File: src/rtl/motor_drive.sv
// Motor drive stage: debounces the tracker steering state, ramps per-wheel duty
// toward a per-state target and drives registered PWM plus H-bridge direction.
module motor_drive #(
   parameter int PWM_PERIOD  = 100,
   parameter int FWD_DUTY    = 80,
   parameter int TURN_FAST   = 70,
   parameter int TURN_SLOW   = 20,
   parameter int RAMP_STEP   = 10,
   parameter int RAMP_DIV    = 50,
   parameter int HOLD_CYCLES = 4
) (
   input  logic       clk,
   input  logic       reset,
   input  logic [1:0] mode,
   output logic       left_pwm,
   output logic       right_pwm,
   output logic [1:0] left_dir,
   output logic [1:0] right_dir,
   output logic [1:0] motion
);

   localparam int W  = $clog2(PWM_PERIOD + 1);
   localparam int PW = (PWM_PERIOD > 1) ? $clog2(PWM_PERIOD) : 1;
   localparam int RW = (RAMP_DIV > 1) ? $clog2(RAMP_DIV) : 1;
   localparam int HW = $clog2(HOLD_CYCLES + 1);

   typedef enum logic [1:0] {
      STOP  = 2'b00,
      LEFT  = 2'b01,
      RIGHT = 2'b10,
      FWD   = 2'b11
   } state_t;

   state_t         state_q, state_d;
   logic [1:0]     cand_q, cand_d;
   logic [HW-1:0]  stable_q, stable_d;
   logic [RW-1:0]  rampCnt_q, rampCnt_d;
   logic [PW-1:0]  pwmCnt_q, pwmCnt_d;
   logic [W-1:0]   curLeft_q, curLeft_d, curRight_q, curRight_d;
   logic [W-1:0]   actLeft_q, actLeft_d, actRight_q, actRight_d;
   logic           pwmLeft_q, pwmLeft_d, pwmRight_q, pwmRight_d;
   logic [W-1:0]   tgtLeft, tgtRight;
   logic           rampTick, pwmWrap, enterStop;

   // Saturating move of one wheel's duty toward its target by one ramp step.
   function automatic logic [W-1:0] stepToward(input logic [W-1:0] cur,
                                               input logic [W-1:0] tgt);
      int c;
      int t;
      c = int'(cur);
      t = int'(tgt);
      if (c < t)
         c = (c + RAMP_STEP > t) ? t : c + RAMP_STEP;
      else if (c > t)
         c = (c - RAMP_STEP < t) ? t : c - RAMP_STEP;
      return W'(c);
   endfunction

   always_comb begin
      cand_d   = mode;
      stable_d = stable_q;
      state_d  = state_q;
      if (mode != cand_q)
         stable_d = HW'(1);
      else if (stable_q < HW'(HOLD_CYCLES))
         stable_d = stable_q + HW'(1);
      if (stable_d == HW'(HOLD_CYCLES) && cand_d != state_q)
         state_d = state_t'(cand_d);
   end

   // Targets follow the currently adopted state, so a tick coinciding with
   // adoption still steps toward the old target.
   always_comb begin
      tgtLeft  = '0;
      tgtRight = '0;
      unique case (state_q)
         STOP:  begin tgtLeft = '0;               tgtRight = '0;               end
         LEFT:  begin tgtLeft = W'(TURN_SLOW);    tgtRight = W'(TURN_FAST);    end
         RIGHT: begin tgtLeft = W'(TURN_FAST);    tgtRight = W'(TURN_SLOW);    end
         FWD:   begin tgtLeft = W'(FWD_DUTY);     tgtRight = W'(FWD_DUTY);     end
      endcase
   end

   always_comb begin
      rampTick   = (rampCnt_q == RW'(RAMP_DIV - 1));
      pwmWrap    = (pwmCnt_q == PW'(PWM_PERIOD - 1));
      enterStop  = (state_d == STOP) && (state_q != STOP);
      rampCnt_d  = rampTick ? '0 : rampCnt_q + RW'(1);
      pwmCnt_d   = pwmWrap ? '0 : pwmCnt_q + PW'(1);
      curLeft_d  = curLeft_q;
      curRight_d = curRight_q;
      actLeft_d  = actLeft_q;
      actRight_d = actRight_q;
      if (enterStop) begin
         curLeft_d  = '0;
         curRight_d = '0;
      end else if (rampTick) begin
         curLeft_d  = stepToward(curLeft_q, tgtLeft);
         curRight_d = stepToward(curRight_q, tgtRight);
      end
      if (enterStop) begin
         actLeft_d  = '0;
         actRight_d = '0;
      end else if (pwmWrap) begin
         actLeft_d  = curLeft_q;
         actRight_d = curRight_q;
      end
      pwmLeft_d  = !enterStop && (int'(pwmCnt_q) < int'(actLeft_q));
      pwmRight_d = !enterStop && (int'(pwmCnt_q) < int'(actRight_q));
   end

   always_ff @(posedge clk) begin
      if (reset) begin
         state_q    <= STOP;
         cand_q     <= 2'b00;
         stable_q   <= '0;
         rampCnt_q  <= '0;
         pwmCnt_q   <= '0;
         curLeft_q  <= '0;
         curRight_q <= '0;
         actLeft_q  <= '0;
         actRight_q <= '0;
         pwmLeft_q  <= 1'b0;
         pwmRight_q <= 1'b0;
      end else begin
         state_q    <= state_d;
         cand_q     <= cand_d;
         stable_q   <= stable_d;
         rampCnt_q  <= rampCnt_d;
         pwmCnt_q   <= pwmCnt_d;
         curLeft_q  <= curLeft_d;
         curRight_q <= curRight_d;
         actLeft_q  <= actLeft_d;
         actRight_q <= actRight_d;
         pwmLeft_q  <= pwmLeft_d;
         pwmRight_q <= pwmRight_d;
      end
   end

   assign motion    = state_q;
   assign left_dir  = (state_q == STOP) ? 2'b00 : 2'b10;
   assign right_dir = (state_q == STOP) ? 2'b00 : 2'b10;
   assign left_pwm  = pwmLeft_q;
   assign right_pwm = pwmRight_q;

endmodule

File: config.mk
export PLATFORM = sky130hd
export DESIGN_NAME = motor_drive
export DESIGN_NICKNAME = d
export VERILOG_FILES = /design/src/rtl/motor_drive.sv
export SDC_FILE = /design/constraint.sdc
export NUM_CORES = 1
export LEC_CHECK = 0
export ABC_AREA = 1
export BUFFER_PORTS_ARGS = -buffer_cell sky130_fd_sc_hd__buf_4
export CAP_MARGIN = 10
export CORE_UTILIZATION = 37
export DETAILED_ROUTE_END_ITERATION = 10
export GPL_TIMING_DRIVEN = 0
export PLACE_DENSITY = 0.53
export SLEW_MARGIN = 20
export SYNTH_ARGS = -nofsm -noshare
export SYNTH_HDL_FRONTEND = slang
export SYNTH_SLANG_ARGS = --single-unit
File: constraint.sdc
create_clock -name clk -period 2.9 [get_ports clk]
set_clock_uncertainty 0.05 [all_clocks]
set_input_delay 0.435 -clock clk [delete_from_list [all_inputs] [get_ports clk]]
set_output_delay 0.435 -clock clk [all_outputs]
set_load 0.02 [all_outputs]
==> results.txt, run 1 <==
- The H-tree was split into 2 levels.
* Initial DRT Pass Iterations: 4
- Area share of the largest cell type after synthesis: 0.248
* Area enclosed by the die boundary: 10500 um^2
- In the global route stage, overall resource usage came out at 0.183.
- Number of CTS-inserted buffers: 5
- Crit Reg-Reg Endpoint: curLeft_q[4]
* Required time of the critical path: 3.07 ns
- STA classifies the critical path startpoint as a flip-flop.
- Entering global routing, the biggest net connects 15 pins.
- # placed instances: 689
* Top achievable clock speed: 377 MHz
* Syn Std Cell Area: 3720 um^2
- Result of the run: completed
* Post-route insts no fill: 699
* Class of the tightest hold or removal check: in -> reg
- Port buffering added 9 buffers.
* Proportion of layout cells with a drive suffix above 1: 0.131
* Average instance area after synthesis: 6.81 um^2
- Along the worst path, the maximum fanout reaches 6.
- The detailed router placed 3321 vias in this run.
- Half-perimeter wire length after detailed placement: 6810 um
- Library cell with the largest summed area after synthesis: sky130_fd_sc_hd__dfxtp_1
- The initial utilization of the core area, before any placement, comes to 0.380.
- In this run the remaining antenna-violating nets after routing total 0.
* Number of setup violations in the final report: 0
- R2R Path Start: curLeft_q[2]
* Via count normalized by instance count: 4.75
* Share of flip-flops with an asynchronous set or reset: 0
- Critical setup path kind: reg -> reg
* Synthesis-to-layout area growth: 10.1%
- After clock tree synthesis, the clock-pin slew on the worst setup and hold paths is 0.09 ns.
- The net count of the finished layout is 617.
* Pwr Density: 293 nW/um^2
- The number of cells on the worst reg-to-reg path is 14.
- The worst setup path is captured at a flip-flop.
* Cell depth of the worst min-delay path: 2
* Vias in the first global route: 3191
- Mapped Cells: 546
- Final critical-path required period: 2.65 ns
* Peak supply drop: 0.211 mV
- The initialized floorplan defines 36 standard-cell rows.
* RSZ-0062 raised after global routing: false
* Hold buffers post-CTS: 0
* Number of endpoints with negative hold slack in the final report: 0
- Routability-driven placement finished with a final weighted congestion of 0.878.
- Total of warnings raised by yosys: 0
- Part of the cycle the worst path needs: 0.914
* Initial antenna violation count: 0
* Number of placed I/O pins: 12
* Cell types occupying the most area after synthesis: sky130_fd_sc_hd__dfxtp_1 25%, sky130_fd_sc_hd__ha_1 16%, sky130_fd_sc_hd__nand2_1 9.6%
- The clock reaches the later pin of the worst-skew pair after 0.32 ns.
* DR iter-0 viols: 117
* Total power: 1.20 mW
- After detailed routing, the total wire length is 8770 um.
* CTS tree: yes
* Grt ovf: 0
- Worst rel slew slack: 0.639
- The longest clock path from root to sink contains 2 buffers.
- In this run the standard cell core region covers 9770 um^2.
- At the pin with the least slew margin, the transition time is 0.542 ns.
- The count of pins over their slew limit is 0.
- At the placement stage, the worst setup path has a slack of -0.442 ns.
- Die outline height: 102 um
* Static leakage: 2.04 nW
* Clock net sink count: 46
- End-of-flow core utilization: 0.419
- End point of the critical path: curLeft_q[4]
- At the worst endpoint, the arrival time is 2.82 ns.
* Predominant post-synthesis flop cell: sky130_fd_sc_hd__dfxtp_1
* Register area share after synthesis: 0.248
- Critical path origin: curLeft_q[2]
- Across all setup checks in the final design, the least slack found is 0.250 ns.
- Count of unique library cells instantiated by Yosys: 38
- After detailed routing, the number of remaining DRC violations is 0.
- The die is 102 um wide.
- Routed length per placed instance: 12.5 um
- The first global-routing pass estimated 15000 um of wire.
- The synthesized design contains 0 enable-type register cells.
- The tool flagged a number of max-cap violations equal to 0.
- Antenna diode instance count: 0
* Clock root buffer: sky130_fd_sc_hd__clkbuf_8
* Synthesis-stage register bit count: 46
* Flop-to-flop setup slack: 0.25 ns
## layout make-up
cell class / instances / area (um^2)
plain buffers: 9 / 80.1
clock buffers: 7 / 86.3
clock inverters: 1 / 8.76
fillers: 1035 / 5680
inverters: 97 / 368
multi-input cells: 395 / 2370
flip-flops and latches: 46 / 927
well taps: 133 / 166
repair buffers: 11 / 82.6
## stage by stage
| stage | hold WS [ns] | cell area (um^2) | setup TNS, ns |
|---|---|---|---|
| 6_report | 0.277 | 4090 | 0 |
| 3_3_place_gp | 0.376 | 3960 | -4.10 |
| 3_5_place_dp | 0.389 | 3960 | -4.08 |
| 4_1_cts | 0.273 | 4070 | 0 |
| 2_1_floorplan | 0.368 | 3720 | 0 |
| 5_1_grt | 0.274 | 4090 | 0 |
## worst max-delay path: stages, from the launching register on
cell and delay, ns:
sky130_fd_sc_hd__dfxtp_1 0.44, sky130_fd_sc_hd__inv_1 0.12, sky130_fd_sc_hd__o21ai_0 0.28, sky130_fd_sc_hd__nand2_1 0.10, sky130_fd_sc_hd__xor2_1 0.18, sky130_fd_sc_hd__ha_1 0.31, sky130_fd_sc_hd__nand2_1 0.05, sky130_fd_sc_hd__a21oi_1 0.18
sky130_fd_sc_hd__nand4_1 0.27, sky130_fd_sc_hd__nand2_2 0.24, sky130_fd_sc_hd__nand2_1 0.08, sky130_fd_sc_hd__nand3_1 0.08, sky130_fd_sc_hd__nand3_1 0.09, sky130_fd_sc_hd__nand2_1 0.06, sky130_fd_sc_hd__inv_1 0.03
## routing by layer
metal  part of all wire  GRT usage
met1               0.49      0.239
met2               0.46      0.316
met3              0.029     0.0226
met4              0.017     0.0549
met5                  0          0
## cells in the mapped netlist (6+ instances only)
cell type / n
sky130_fd_sc_hd__o21ai_0: 11
sky130_fd_sc_hd__dfxtp_1: 46
sky130_fd_sc_hd__nand2_1: 95
sky130_fd_sc_hd__inv_1: 88
sky130_fd_sc_hd__nor3_1: 6
sky130_fd_sc_hd__nand2_2: 8
sky130_fd_sc_hd__ha_1: 48
sky130_fd_sc_hd__o21a_1: 15
sky130_fd_sc_hd__nor2_1: 72
sky130_fd_sc_hd__a21oi_2: 7
sky130_fd_sc_hd__nand4_1: 7
sky130_fd_sc_hd__a21oi_1: 20
sky130_fd_sc_hd__nand3_1: 64
sky130_fd_sc_hd__xor2_1: 6
sky130_fd_sc_hd__inv_2: 9
## cells in the final DEF (no fill, tap or decap), drive strengths merged, types with 4 or more instances in the layout
cell	n
nand2	106
inv	97
nor2	76
nand3	67
ha	48
dfxtp	46
a21oi	28
buf	18
o21a	15
o21ai	13
clkbuf	9
nand4	7
xor2	6
nor3	6
or2	5
nor3b	4
## kinds of logic after synthesis
| kind of cell | Yosys count | share of synthesized area |
|---|---|---|
| and+or+nand+nor | 276 | 0.342 |
| AOI/OAI and AO/OA | 61 | 0.110 |
| other | 1 | 0.00101 |
| xor gates and xnor gates | 8 | 0.0188 |
| DFF | 46 | 0.248 |
| buffers and inverters | 106 | 0.119 |
| adders and majority gates | 48 | 0.162 |
## where the power goes
group	internal, mW	switching [mW]
logic	0.0419	0.0554
registers	0.643	0.00977
clock network	0.198	0.249
total	0.883	0.314
## state kept, by name, summed over array words and instances (netlist names)
name / cells
rampCnt_q: 6
actLeft_q: 6
stable_q: 3
actRight_q: 6
curRight_q: 6
cand_q: 2
left_pwm: 1
curLeft_q: 6
pwmCnt_q: 7
motion: 2
right_pwm: 1
## worst min-delay path by stage
stage                startpoint     endpoint
floorplan           pwmCnt_q[0]  pwmCnt_q[0]
global placement    pwmCnt_q[0]  pwmCnt_q[0]
detailed placement  pwmCnt_q[0]  pwmCnt_q[0]
CTS                       reset    cand_q[1]
global route              reset    cand_q[1]
finish                    reset    cand_q[1]
## what timing repair did
action | CTS | global route
endpoints found under the setup margin | 12 | 11
pin swaps | 0 | 1
buffers inserted | 0 | 2
endpoints found under the hold margin | 0 | 0
gates resized for setup | 5 | 5
No activity file was read; power rests on OpenSTA's default activity.
==> run 2, diff against run 1 <==
--- a/config.mk
+++ b/config.mk
@@ -8,10 +8,10 @@
 export ABC_AREA = 1
 export BUFFER_PORTS_ARGS = -buffer_cell sky130_fd_sc_hd__buf_4
 export CAP_MARGIN = 10
-export CORE_UTILIZATION = 37
+export CORE_UTILIZATION = 28
 export DETAILED_ROUTE_END_ITERATION = 10
 export GPL_TIMING_DRIVEN = 0
-export PLACE_DENSITY = 0.53
+export PLACE_DENSITY = 0.43
 export SLEW_MARGIN = 20
 export SYNTH_ARGS = -nofsm -noshare
 export SYNTH_HDL_FRONTEND = slang
==> results.txt, run 2 (synthesis gave the netlist of run 1 again) <==
- The flow ran to the end, and the final reports show no timing, DRC or antenna violations.
- The number of buffers inserted by port buffering came to 9 (unchanged).
- The H-tree depth came to 2 (unchanged).
* Final design area excluding fillers: 4200 um^2 (+2.6%)
- Standard cell with the maximum stage delay on the critical path: sky130_fd_sc_hd__dfxtp_1
- The cell area power density is 323 nW/um^2 (+10%).
- Area enclosed by the die boundary: 13700 um^2 (+31%)
- Grt ovf: 0 (unchanged)
* Required time of the critical path: 3.04 ns (-0.03 ns)
* Initial Util: 0.291 (-0.0893)
* First-pass GRT wire length: 15800 um (+5.3%)
- Cell Area, Placed: 4000 um^2 (+1.2%)
- The number of search-and-repair iterations in the first detailed-routing pass was 5 (+1).
* Largest net degree at the start of global routing: 17 (+2)
- The final HPWL from detailed placement is 7270 um (+6.8%).
* Critical setup path kind: reg -> reg
- The final worst-path setup slack was 0.236 ns (-0.0142 ns).
- Residual antenna-violating net count after detailed routing: 0 (unchanged)
- Most common cell after layout, fill and taps aside: sky130_fd_sc_hd__nand2_1
* Hold buffers post-CTS: 0 (unchanged)
* Vias in the first global route: 3191 (unchanged)
* Via count normalized by instance count: 4.52 (-4.9%)
- The flop-to-flop setup slack was 0.24 ns (about the same).
* Register with the most flip-flops: pwmCnt_q
- The ratio of final minimum period to clock period is 0.919 (+0.00489).
- The leakage power figure was 2.06 nW (+1.0%).
* Setup TNS: 0 ns (unchanged)
* CTS tree: yes
- The DRC violations left was 0 (unchanged).
* Number of CTS-inserted buffers: 5 (unchanged)
- CP cell instances: inv_1 > ha_1 > clkinvlp_4 > ha_1 > a21oi_1 > nand2_1 > nand2_1 > nand3_1 > nand2_1 > nand2_1 > nand2_1 > inv_1 > nand2_1 > nand3_1 > nand3_1 > inv_1
- The CTS sink count is 46 (unchanged).
* Maximum buffer depth of the clock tree: 2 (unchanged)
- The count of vias placed by the detailed router was 3339 (+0.54%).
* Cell with the most instances on the worst path: sky130_fd_sc_hd__nand2_1
* Slew Viols, Final: 0 (unchanged)
* Final critical-path required period: 2.66 ns (+0.0142 ns)
* Top achievable clock speed: 375 MHz (-0.53%)
- The worst setup slack before clock tree synthesis was -0.502 ns (-0.0604 ns).
- Total power: 1.36 mW (+13%)
- The count of antenna diodes in the layout is 0 (unchanged).
* Reported max-cap violation count: 0 (unchanged)
- The final core area utilization was 0.329 (-0.0900).
- The number of nets in the finished design came to 618 (+0.16%).
- The number of ports placed on the die boundary was 12 (unchanged).
- Register clock-pin slew on the reported worst setup and hold paths: 0.07 ns (-0.02 ns)
- The share of layout cells above drive strength 1 was 0.132 (+0.00153).
* Peak supply drop: 0.200 mV (-5.1%)
* RSZ-0062 raised after global routing: false
* Total core area: 12800 um^2 (+31%)
- The wire length per cell came to 12.6 um (+0.46%).
- Number of setup violations in the final report: 0 (unchanged)
* Number of endpoints with negative hold slack in the final report: 0 (unchanged)
- The routability congestion estimate came to 0.839 (-4.4%).
* Sort of element at the start of the critical path: flip-flop
- Horizontal die dimension: 117 um (+15%)
* Commonest cells after routing, fill and taps aside: 94 x sky130_fd_sc_hd__nand2_1, 86 x sky130_fd_sc_hd__inv_1, 71 x sky130_fd_sc_hd__nor2_1
* Number of cell rows: 41 (+14%)
* Die outline height: 117 um (+15%)
- The largest stage delay on the critical path came to 0.42 ns (-0.02 ns).
* Initial antenna violation count: 0 (unchanged)
- Clk Latency, worst-skew pair: 0.30 ns (-0.02 ns)
- The slew of the pin with the lowest slew margin came to 0.555 ns (+0.0134 ns).
- The violation count after the first detailed-routing iteration is 275 (+140%).
- The top fanout value on the critical path came to 7 (+1).
- STA classifies the critical path endpoint as a flip-flop.
* Synthesis-to-layout area growth: 12.9%
- Arr. time, crit path: 2.81 ns (about the same)
- Number of flip-flops in the largest register: 7 (unchanged)
* Aggregate routed wire length: 9320 um (+6.2%)
- The aggregate global-route resource usage was 0.150 (-0.0338).
* Class of the tightest hold or removal check: in -> reg
- Worst rel slew slack: 0.630 (-0.00895)
- In this run the clock root is driven by a sky130_fd_sc_hd__clkbuf_16.
## run 2: cell type report
class,instances,area [um^2]
buffer,9,80.1
clock buffer,5,125
clock inverter,3,23.8
fill,1364,8580
inverter,97,370
multi-input combinational,395,2370
sequential,46,923
tap,172,215
timing repair buffer,12,90.1
## run 2: path summary, 6_finish.rpt
path / start / to / cells past startpoint
setup reg to reg: motion[1] / curRight_q[5] / 16
hold / removal: reset / cand_q[1] / 2
hold reg to reg: pwmCnt_q[0] / pwmCnt_q[0] / 1
setup / recovery: motion[1] / curRight_q[5] / 16
## run 2: per-stage QoR
stage / instances / hold slack (ns)
6_report: 739 / 0.292
5_1_grt: 739 / 0.296
4_1_cts: 738 / 0.289
3_5_place_dp: 728 / 0.400
3_3_place_gp: 728 / 0.386
2_1_floorplan: 547 / 0.368
## run 2: power breakdown
group / switching (mW) / internal [mW] / total (mW)
Clock: 0.283 / 0.323 / 0.607
Combinational: 0.0549 / 0.0418 / 0.0967
Sequential: 0.00991 / 0.644 / 0.654
Total: 0.348 / 1.01 / 1.36
## run 2: repair_timing
action / CTS / global route
pin swaps: 1 / 1
hold endpoints to repair: 0 / 0
setup buffers: 2 / 1
gates resized for setup: 5 / 6
setup endpoints to repair: 12 / 11
## run 2: worst max-delay path, delay by kind of cell (launching register included)
family	cells	cell delay [ns]
adder cells (fa/ha/maj)	2	0.68
buffers and inverters	4	0.44
flip-flops	1	0.42
AND/OR/NAND/NOR	9	0.80
AO/OA/AOI/OAI	1	0.16
## run 2: routing by layer
| metal | up-vias | routed length (um) | track usage |
|---|---|---|---|
| li1 | 1778 | - | - |
| met1 | 1488 | 4580 | 0.197 |
| met5 | - | 0 | 0 |
| met2 | 67 | 4340 | 0.253 |
| met3 | 6 | 321 | 0.0201 |
| met4 | 0 | 69 | 0.0439 |
